## config.mk

```make
export PLATFORM = sky130hd
export DESIGN_NAME = irq_ctrl_flat
export DESIGN_NICKNAME = d
export VERILOG_FILES = /design/src/rtl/irq_ctrl_if.sv /design/src/rtl/irq_ctrl.sv /design/src/flat_wrapper.sv
export SDC_FILE = /design/constraint.sdc
export NUM_CORES = 1
export LEC_CHECK = 0
export ABC_AREA = 1
export BUFFER_PORTS_ARGS = -buffer_cell sky130_fd_sc_hd__buf_2
export CORE_UTILIZATION = 47
export DETAILED_ROUTE_END_ITERATION = 8
export GPL_ROUTABILITY_DRIVEN = 1
export PLACE_DENSITY = 0.72
export SYNTH_ARGS = -nofsm -noshare
export SYNTH_HDL_FRONTEND = slang
export SYNTH_SLANG_ARGS = --single-unit
```

## constraint.sdc

```tcl
create_clock -name clk -period 0.95 [get_ports clk]
set_input_delay 0.19 -clock clk [delete_from_list [all_inputs] [get_ports clk]]
set_output_delay 0.19 -clock clk [all_outputs]
set_load 0.02 [all_outputs]
```

## src/rtl/irq_ctrl_if.sv

```systemverilog
// Peripheral bus bundle between the CPU (master) and the interrupt controller (slave).
// addr is the full 8-bit bus address; only the slave decides which bits it decodes.
interface irq_ctrl_if;
  logic [7:0] addr;
  logic [7:0] din;
  logic [7:0] dout;
  logic       wr_en;
  logic       rd_en;

  modport master (
    output addr,
    output din,
    output wr_en,
    output rd_en,
    input  dout
  );

  modport slave (
    input  addr,
    input  din,
    input  wr_en,
    input  rd_en,
    output dout
  );
endinterface

```

## src/rtl/irq_ctrl.sv

```systemverilog
// irq_ctrl: interrupt controller driving the CPU irq pin.
// Collects NUM_SRC asynchronous sources, synchronizes them, latches edge or level
// pending bits, masks them and arbitrates one request that is held in service
// until the CPU writes end-of-interrupt (any write to VEC).
// Register map (addr[1:0]): 0 PEND (W1C, edge sources), 1 MASK, 2 MODE (1 = edge),
// 3 VEC = {active, 4'b0, id}; a write to VEC is the EOI.
// Optional feature macro: IRQ_CTRL_ROUND_ROBIN_EN selects rotating priority;
// when undefined the lowest source index always wins.
module irq_ctrl #(
  parameter int NUM_SRC     = 4,
  parameter int SYNC_STAGES = 2
) (
  input  logic               clk,
  input  logic               reset,
  irq_ctrl_if.slave          bus,
  input  logic [NUM_SRC-1:0] src,
  output logic               irq
);

  typedef enum logic [1:0] {
    IDLE   = 2'd0,
    ACTIVE = 2'd1,
    GAP    = 2'd2
  } state_t;

  // Synchronizer chain plus one delayed copy of its last stage for edge detection
  logic [NUM_SRC-1:0] sync_q [SYNC_STAGES];
  logic [NUM_SRC-1:0] dly_q;
  logic [NUM_SRC-1:0] lvl;
  logic [NUM_SRC-1:0] rise;

  // Architectural registers
  logic [NUM_SRC-1:0] pend_q, pend_d;
  logic [NUM_SRC-1:0] mask_q, mask_d;
  logic [NUM_SRC-1:0] mode_q, mode_d;
  logic [NUM_SRC-1:0] mode_prev_q;
  logic [NUM_SRC-1:0] mode_chg;
  logic [NUM_SRC-1:0] req;

  // Service state machine
  state_t     state_q, state_d;
  logic [2:0] id_q, id_d;
  logic       irq_q, irq_d;
  logic [2:0] start;
  logic [2:0] winner;

`ifdef IRQ_CTRL_ROUND_ROBIN_EN
  logic [2:0] last_q, last_d;
`endif

  // Bus decode
  logic       wr_pend, wr_mask, wr_mode, eoi;
  logic [7:0] rdata;
  logic       bus_unused;

  // First set bit of r searching upward from index start, wrapping at NUM_SRC.
  function automatic logic [2:0] pick(input logic [NUM_SRC-1:0] r, input logic [2:0] from);
    logic [2:0] w;
    logic       found;
    int         idx;
    w     = '0;
    found = 1'b0;
    for (int k = 0; k < NUM_SRC; k++) begin
      idx = (int'(from) + k) % NUM_SRC;
      if (!found && r[idx]) begin
        w     = 3'(idx);
        found = 1'b1;
      end
    end
    return w;
  endfunction

  assign wr_pend = bus.wr_en && (bus.addr[1:0] == 2'd0);
  assign wr_mask = bus.wr_en && (bus.addr[1:0] == 2'd1);
  assign wr_mode = bus.wr_en && (bus.addr[1:0] == 2'd2);
  assign eoi     = bus.wr_en && (bus.addr[1:0] == 2'd3);

  // Upper address bits are range-decoded outside; upper data bits may be unused
  assign bus_unused = ^{bus.addr[7:2], bus.din};

  assign lvl      = sync_q[SYNC_STAGES-1];
  assign rise     = lvl & ~dly_q;
  assign mode_chg = mode_q ^ mode_prev_q;
  assign req      = pend_q & mask_q;
  assign irq      = irq_q;

`ifdef IRQ_CTRL_ROUND_ROBIN_EN
  assign start = 3'((int'(last_q) + 1) % NUM_SRC);
`else
  assign start = 3'd0;
`endif

  assign winner = pick(req, start);

  // Bring the asynchronous sources into the clk domain and keep the previous level
  always_ff @(posedge clk) begin
    if (reset) begin
      for (int s = 0; s < SYNC_STAGES; s++) sync_q[s] <= '0;
      dly_q <= '0;
    end else begin
      sync_q[0] <= src;
      for (int s = 1; s < SYNC_STAGES; s++) sync_q[s] <= sync_q[s-1];
      dly_q <= lvl;
    end
  end

  // MASK and MODE are plain read/write registers
  always_comb begin
    mask_d = mask_q;
    mode_d = mode_q;
    if (wr_mask) mask_d = bus.din[NUM_SRC-1:0];
    if (wr_mode) mode_d = bus.din[NUM_SRC-1:0];
  end

  // Pending bits: edge sources latch rises (set beats clear), level sources mirror
  // the synchronized line, and any bit whose MODE just changed is flushed once.
  always_comb begin
    pend_d = pend_q;
    for (int i = 0; i < NUM_SRC; i++) begin
      if (mode_chg[i]) begin
        pend_d[i] = 1'b0;
      end else if (mode_q[i]) begin
        if (rise[i]) begin
          pend_d[i] = 1'b1;
        end else if ((wr_pend && bus.din[i]) ||
                     (eoi && (state_q == ACTIVE) && (id_q == 3'(i)))) begin
          pend_d[i] = 1'b0;
        end
      end else begin
        pend_d[i] = lvl[i];
      end
    end
  end

  // Register file update
  always_ff @(posedge clk) begin
    if (reset) begin
      pend_q      <= '0;
      mask_q      <= '0;
      mode_q      <= '0;
      mode_prev_q <= '0;
    end else begin
      pend_q      <= pend_d;
      mask_q      <= mask_d;
      mode_q      <= mode_d;
      mode_prev_q <= mode_q;
    end
  end

  // Service FSM next state: arbitrate in IDLE, hold in ACTIVE until EOI, one dead GAP cycle
  always_comb begin
    state_d = state_q;
    id_d    = id_q;
    irq_d   = 1'b0;
`ifdef IRQ_CTRL_ROUND_ROBIN_EN
    last_d  = last_q;
`endif
    case (state_q)
      IDLE: begin
        if (|req) begin
          state_d = ACTIVE;
          id_d    = winner;
          irq_d   = 1'b1;
        end
      end
      ACTIVE: begin
        irq_d = 1'b1;
        if (eoi) begin
          state_d = GAP;
          irq_d   = 1'b0;
`ifdef IRQ_CTRL_ROUND_ROBIN_EN
          last_d  = id_q;
`endif
        end
      end
      GAP: begin
        state_d = IDLE;
      end
      default: begin
        state_d = IDLE;
      end
    endcase
  end

  // Service FSM state register
  always_ff @(posedge clk) begin
    if (reset) begin
      state_q <= IDLE;
      id_q    <= '0;
      irq_q   <= 1'b0;
`ifdef IRQ_CTRL_ROUND_ROBIN_EN
      last_q  <= 3'(NUM_SRC - 1);
`endif
    end else begin
      state_q <= state_d;
      id_q    <= id_d;
      irq_q   <= irq_d;
`ifdef IRQ_CTRL_ROUND_ROBIN_EN
      last_q  <= last_d;
`endif
    end
  end

  // Combinational read mux; reads during a write show the pre-write value
  always_comb begin
    rdata = '0;
    case (bus.addr[1:0])
      2'd0:    rdata = 8'(pend_q);
      2'd1:    rdata = 8'(mask_q);
      2'd2:    rdata = 8'(mode_q);
      default: rdata = {(state_q == ACTIVE), 4'b0000, id_q};
    endcase
  end

  assign bus.dout = bus.rd_en ? rdata : 8'h00;

endmodule

```

## src/flat_wrapper.sv

```systemverilog
// flat-port wrapper written by rule: the top's interface ports become plain ports
module irq_ctrl_flat 
#(
  parameter int NUM_SRC     = 4,
  parameter int SYNC_STAGES = 2
)
  (clk, reset, src, irq, bus_addr, bus_din, bus_wr_en, bus_rd_en, bus_dout);
  irq_ctrl_if bus_i ();
  input  logic clk;
  input  logic reset;
  input  logic [NUM_SRC-1:0] src;
  output logic irq;
  input wire logic [$bits(bus_i.addr)-1:0] bus_addr;
  input wire logic [$bits(bus_i.din)-1:0] bus_din;
  input wire logic [$bits(bus_i.wr_en)-1:0] bus_wr_en;
  input wire logic [$bits(bus_i.rd_en)-1:0] bus_rd_en;
  output wire logic [$bits(bus_i.dout)-1:0] bus_dout;
  assign bus_i.addr = bus_addr;
  assign bus_i.din = bus_din;
  assign bus_i.wr_en = bus_wr_en;
  assign bus_i.rd_en = bus_rd_en;
  assign bus_dout = bus_i.dout;
  irq_ctrl #(.NUM_SRC(NUM_SRC), .SYNC_STAGES(SYNC_STAGES)) u_core (.clk(clk), .reset(reset), .bus(bus_i), .src(src), .irq(irq));
endmodule
```

==> flow_summary.json, run 1 <==
{
  "outcome": "complete, but fails checks",
  "violations": "design-rule violations, negative setup slack",
  "h-tree-depth": 2,
  "coreArea_mm2": 0.00281,
  "via_count": 1448,
  "drv_cap": 0,
  "io_buffer_count": 19,
  "rows": 19,
  "die_y_um": 57.1,
  "finish.utilization_pct": 74.5,
  "syn-instance-count": 207,
  "power_density_mw_per_mm2": 1290,
  "fillers": 200,
  "ir_drop_v": 0.000905,
  "start_util_pct": 50.8,
  "worstPathArrival_ns": 1.16,
  "netlist.top_cell.by_area": "dfxtp_1",
  "power_mw": 2.69,
  "critPathMaxStageDelay_ns": 0.34,
  "crit_chain": "nand2_1 -> nand3_2 -> o21ai_1 -> inv_1 -> buf_6",
  "cpMaxStageDelayCell": "dfxtp_1",
  "cts.sinks": 33,
  "r2r_start": "u_core.state_q[1]$_SDFFE_PP0P_",
  "fin_nets": 282,
  "fmax_ghz": 0.743,
  "yosys_warnings": 0,
  "area_delta_synth_final_pct": 46.5,
  "grt-ovfl-total": 0,
  "min_from": "src[3]",
  "cts-root-buf": "clkbuf_4",
  "final.period_utilization_pct": 142,
  "wirelength_um": 3660,
  "syn_area_per_cell_um2": 6.89,
  "worst_slack_ns": -0.395,
  "regToRegEndpoint": "u_core.pend_q[2]$_SDFFE_PP0P_",
  "syn_area_mm2": 0.00143,
  "skew_ns": 0.00531,
  "synth_top_area_share_pct": 46.3,
  "hold_violations": 0,
  "io_pins": 33,
  "insertion_delay_ns": 0.34,
  "start_kind": "register",
  "place_hpwl_um": 2150,
  "grt_pass1_vias": 1345,
  "clk_pin_slew_worst_paths_ns": 0.10,
  "place_congestion": 0.838,
  "min_period_ns": 1.35,
  "cts_made_buffers": 5,
  "worstPathMaxFanout": 3,
  "fp.dieArea_mm2": 0.00326,
  "vias_per_cell": 4.99,
  "clk_path_buf_depth": 2,
  "antenna_found_initial": 0,
  "drv_slew": 0,
  "yosysUniqueCellTypes": 18,
  "min_path_type": "input pin to register",
  "cp-end-kind": "output port",
  "die_w_um": 57.1,
  "crit_type": "register to output port",
  "place_inst": 269,
  "reg2reg_setup_slack_ns": -0.20,
  "ant_nets": 0,
  "grt_max_degree": 11,
  "drc": 4,
  "holdPathStages": 3,
  "wl_per_cell_um": 12.6,
  "final_layout_size_suffix_gt1_share_pct": 45.2,
  "ys_seq_area_share_pct": 46.3,
  "grt_pass1_wl_um": 5730,
  "num_antenna_cells": 0,
  "grt.total_usage_pct": 23.5,
  "crit_start": "u_core.mask_q[1]$_SDFFE_PP0P_",
  "setup_viol": 15,
  "ys_ff_latch": 33,
  "ys_top_cells_by_area": "dfxtp_1 46%, nand2_1 13%, inv_1 8.4%, nor2_1 7.1%, nand3_1 7.0%",
  "crit_required_ns": 0.76,
  "final_cells": 290,
  "drt_iter0_drc": 113,
  "reg2regPathDepth": 7,
  "whs_endpoint": "u_core.sync_q[0][3]$_SDFF_PP0_",
  "firstDrtPassIters": 7,
  "rsz0062_at_grt": "yes",
  "cts_hold_buf": 0,
  "p_leak_nw": 1.04,
  "cts_tree": "yes"
}
==> final cells by class <==
cell class / instances / area [um^2] / share of cell area (%)
timing repair buffer: 49 / 397 / 19.0
clock buffer: 7 / 65.1 / 3.11
inverter: 34 / 128 / 6.11
clock inverter: 1 / 5.00 / 0.240
sequential: 33 / 683 / 32.7
tap: 31 / 38.8 / 1.86
multi-input combinational: 135 / 773 / 37.0
==> kinds of logic (layout without fill, tap and decap cells) <==
logic type	count (synthesis)	in the layout	share of synthesized area, %
simple gates	104	104	31.8
buf+inv	41	91	11.8
flops	33	33	46.3
compound gates	28	28	9.82
other cells	1	3	0.263
==> worst max-delay path: cells and delay by family, from the launching register on <==
family                 cells  cell delay [ns]
AOI/OAI and AO/OA          1             0.12
DFF                        1             0.34
and+or+nand+nor            2             0.17
buffers and inverters      2             0.18
==> cells in the mapped netlist (all sizes together) <==
library cell,instances
a21oi,17
buf,6
clkbuf,1
conb,1
dfxtp,33
inv,34
nand2,52
nand3,20
nand4,1
nor2,31
o21ai,11
==> metal layers <==
metal / GRT usage (%) / share of wire, % / up-vias
met2: 39.3 / 51 / 46
met5: 0 / 0 / -
met1: 28.3 / 42 / 654
met3: 4.31 / 5.1 / 10
met4: 13.9 / 2.4 / 0
li1: - / - / 738
==> report_power, final <==
group          internal (mW)  switching [mW]  total, mW  leakage [nW]
registers               1.43          0.0261       1.46         0.277
clock network          0.428           0.458      0.886        0.0413
logic                  0.145           0.196      0.342         0.718
==> sequential cells by signal, indices dropped and copies added (netlist names) <==
name,count
u_core.sync_q,8
u_core.dly_q,4
u_core.mask_q,4
u_core.mode_prev_q,4
u_core.mode_q,4
u_core.pend_q,4
u_core.id_q,2
u_core.state_q,2
u_core.irq,1
==> through the flow <==
step	instance area (um^2)	worst slack [ns]	setup TNS (ns)	hold slack, ns
after floorplan	1450	0.0264	0	0.297
after global placement	1680	-0.191	-1.89	0.389
after detailed placement	1680	-0.225	-2.28	0.395
after CTS	1970	-0.377	-2.00	0.0353
after global routing	2090	-0.443	-3.61	0.0376
final	2090	-0.395	-2.97	0.0474
==> cell usage in the layout (no fill, tap or decap), types with 3 or more instances in the layout <==
cell      instances
inv_2             5
buf_4            22
nand3_2          10
nand2_2           8
buf_6            13
nand2_1          37
a21oi_1          14
buf_2            13
o21ai_0           8
conb_1            3
nor2_1           23
a21oi_2           3
nand2_4           7
inv_1            29
nand3_1           9
nor2_4            6
dfxtp_1          17
clkbuf_4          5
dfxtp_2          15
==> worst max path at each step <==
stage	end	slack, ns	cells past startpoint
3_3_place_gp	bus_dout[0]	-0.19	8
4_1_cts	bus_dout[1]	-0.38	5
2_1_floorplan	bus_dout[0]	0.03	5
6_report	bus_dout[1]	-0.40	5
3_5_place_dp	bus_dout[1]	-0.23	7
5_1_grt	bus_dout[1]	-0.44	5
==> what timing repair did <==
| action | in CTS | in global routing |
|---|---|---|
| setup buffers | 9 | 7 |
| cloned | 0 | 0 |
| setup endpoints to repair | 10 | 15 |
| resized for setup | 52 | 30 |
| pin swaps | 16 | 13 |
No activity file was read; power rests on OpenSTA's default activity.
==> run 2: changes to the inputs <==
--- a/config.mk
+++ b/config.mk
@@ -11,6 +11,7 @@
 export DETAILED_ROUTE_END_ITERATION = 8
 export GPL_ROUTABILITY_DRIVEN = 1
 export PLACE_DENSITY = 0.72
+export REMOVE_ABC_BUFFERS = 1
 export SYNTH_ARGS = -nofsm -noshare
 export SYNTH_HDL_FRONTEND = slang
 export SYNTH_SLANG_ARGS = --single-unit
==> flow_summary.json, run 2 (synthesized netlist as in run 1, its figures left out) <==
{
  "io_buffer_count": 19,
  "die_y_um": 57.1,
  "grt_pass1_vias": 1228,
  "cp_common_cell": "inv_1",
  "wirelength_um": 3270,
  "violations": "design-rule violations, negative setup slack",
  "final_common_cell": "nand2_1",
  "vias_per_cell": 4.92,
  "start_util_pct": 50.8,
  "crit_start": "u_core.id_q[0]$_SDFFE_PP0P_",
  "fin_nets": 277,
  "finish.utilization_pct": 70.7,
  "rows": 19,
  "ant_nets": 0,
  "firstDrtPassIters": 6,
  "worstPathArrival_ns": 1.15,
  "final_cells": 285,
  "drc": 5,
  "cts_made_buffers": 5,
  "reg2reg_setup_slack_ns": -0.06,
  "place_inst": 267,
  "finish.instance_area_mm2": 0.00198,
  "endpoint": "bus_dout[0]",
  "h-tree-depth": 2,
  "hold_violations": 0,
  "cpMaxStageDelayCell": "dfxtp_1",
  "regToRegEndpoint": "u_core.id_q[0]$_SDFFE_PP0P_",
  "min_period_ns": 1.34,
  "cts_tree": "yes",
  "min_path_type": "input pin to register",
  "drv_cap": 0,
  "num_antenna_cells": 0,
  "setup_viol": 10,
  "crit_type": "register to output port",
  "drt_iter0_drc": 49,
  "die_w_um": 57.1,
  "fmax_ghz": 0.745,
  "p_leak_nw": 1.00,
  "skew_ns": 0.00842,
  "clk_pin_slew_worst_paths_ns": 0.10,
  "placed_area_mm2": 0.00165,
  "power_density_mw_per_mm2": 1270,
  "crit_chain": "inv_1 -> nor2_1 -> o21ai_1 -> inv_1 -> buf_6",
  "place_hpwl_um": 2120,
  "worst_slack_ns": -0.393,
  "cp-end-kind": "output port",
  "final_cell_mix": "33 x nand2_1, 27 x inv_1, 23 x nor2_1, 23 x buf_4, 17 x dfxtp_1",
  "final_layout_size_suffix_gt1_share_pct": 46.1,
  "via_count": 1403,
  "antenna_found_initial": 0,
  "grt.total_usage_pct": 21.2,
  "largest_register_ffs": 8,
  "cts_hold_buf": 0,
  "reg2regPathDepth": 8,
  "ir_drop_v": 0.000984,
  "worstPathMaxFanout": 2,
  "coreArea_mm2": 0.00281,
  "r2r_start": "u_core.mask_q[2]$_SDFFE_PP0P_",
  "grt_max_degree": 13,
  "rsz0062_at_grt": "yes",
  "start_kind": "register",
  "cts.sinks": 33,
  "drv_slew": 0,
  "insertion_delay_ns": 0.33,
  "critPathMaxStageDelay_ns": 0.32,
  "cts-root-buf": "clkbuf_4",
  "clk_path_buf_depth": 2,
  "final.period_utilization_pct": 141,
  "area_delta_synth_final_pct": 39.1,
  "io_pins": 33,
  "fp.dieArea_mm2": 0.00326,
  "outcome": "complete, but fails checks",
  "regMostFlops": "u_core.sync_q",
  "place_congestion": 0.838,
  "grt_pass1_wl_um": 5150,
  "wl_per_cell_um": 11.5,
  "crit_required_ns": 0.76,
  "grt-ovfl-total": 0
}
run 2: worst max-delay path, delay by kind of cell (launching register included):
kind	cells	cell delay [ns]
flip-flops	1	0.32
buffers and inverters	3	0.28
AO/OA/AOI/OAI	1	0.16
AND/OR/NAND/NOR	1	0.06
run 2: worst min-delay path by stage:
stage                     slack, ns                            from                        endpoint  depth (start not counted)
after global placement         0.39  u_core.sync_q[0][3]$_SDFF_PP0_  u_core.sync_q[0][7]$_SDFF_PP0_                          2
after floorplan                0.26                           reset   u_core.mask_q[0]$_SDFFE_PP0P_                          1
after CTS                      0.04                          src[3]  u_core.sync_q[0][3]$_SDFF_PP0_                          3
after global routing           0.04                          src[1]  u_core.sync_q[0][1]$_SDFF_PP0_                          3
final                          0.05                          src[3]  u_core.sync_q[0][3]$_SDFF_PP0_                          3
after detailed placement       0.39  u_core.sync_q[0][2]$_SDFF_PP0_  u_core.sync_q[0][6]$_SDFF_PP0_                          2
run 2: cell type report:
cell class                 instances  area [um^2]
inverter                          34          128
timing repair buffer              44          337
multi-input combinational        135          749
fill                             233          821
clock inverter                     2         10.0
sequential                        33          681
tap                               31         38.8
clock buffer                       6         41.3
run 2: stage by stage:
stage          power [mW]  setup WS [ns]  hold WS [ns]  TNS, ns
2_1_floorplan        1.61         -0.195         0.259   -0.195
3_3_place_gp         1.75         -0.220         0.389    -2.13
3_5_place_dp         1.75         -0.226         0.395    -2.28
4_1_cts              2.52         -0.383        0.0416    -1.67
5_1_grt              2.68         -0.439        0.0355    -2.55
6_report             2.52         -0.393        0.0477    -1.84
run 2: repair_timing:
item,4_1_cts,5_1_grt
setup endpoints to repair,12,14
pin swaps,8,12
setup buffers,9,4
hold endpoints to repair,0,0
resized for setup,37,41
run 2: per-layer routing:
metal / track usage [%] / wire length [um] / up-vias
li1: - / - / 727
met4: 7.32 / 48 / 0
met2: 35.5 / 1580 / 41
met1: 25.9 / 1460 / 629
met3: 6.80 / 183 / 6
met5: 0 / 0 / -
run 2: where the power goes:
group	total, mW	leakage, nW	internal (mW)	switching (mW)
Combinational	0.332	0.694	0.142	0.191
Clock	0.732	0.0320	0.281	0.451
Sequential	1.46	0.277	1.43	0.0250
Total	2.52	1.00	1.86	0.667
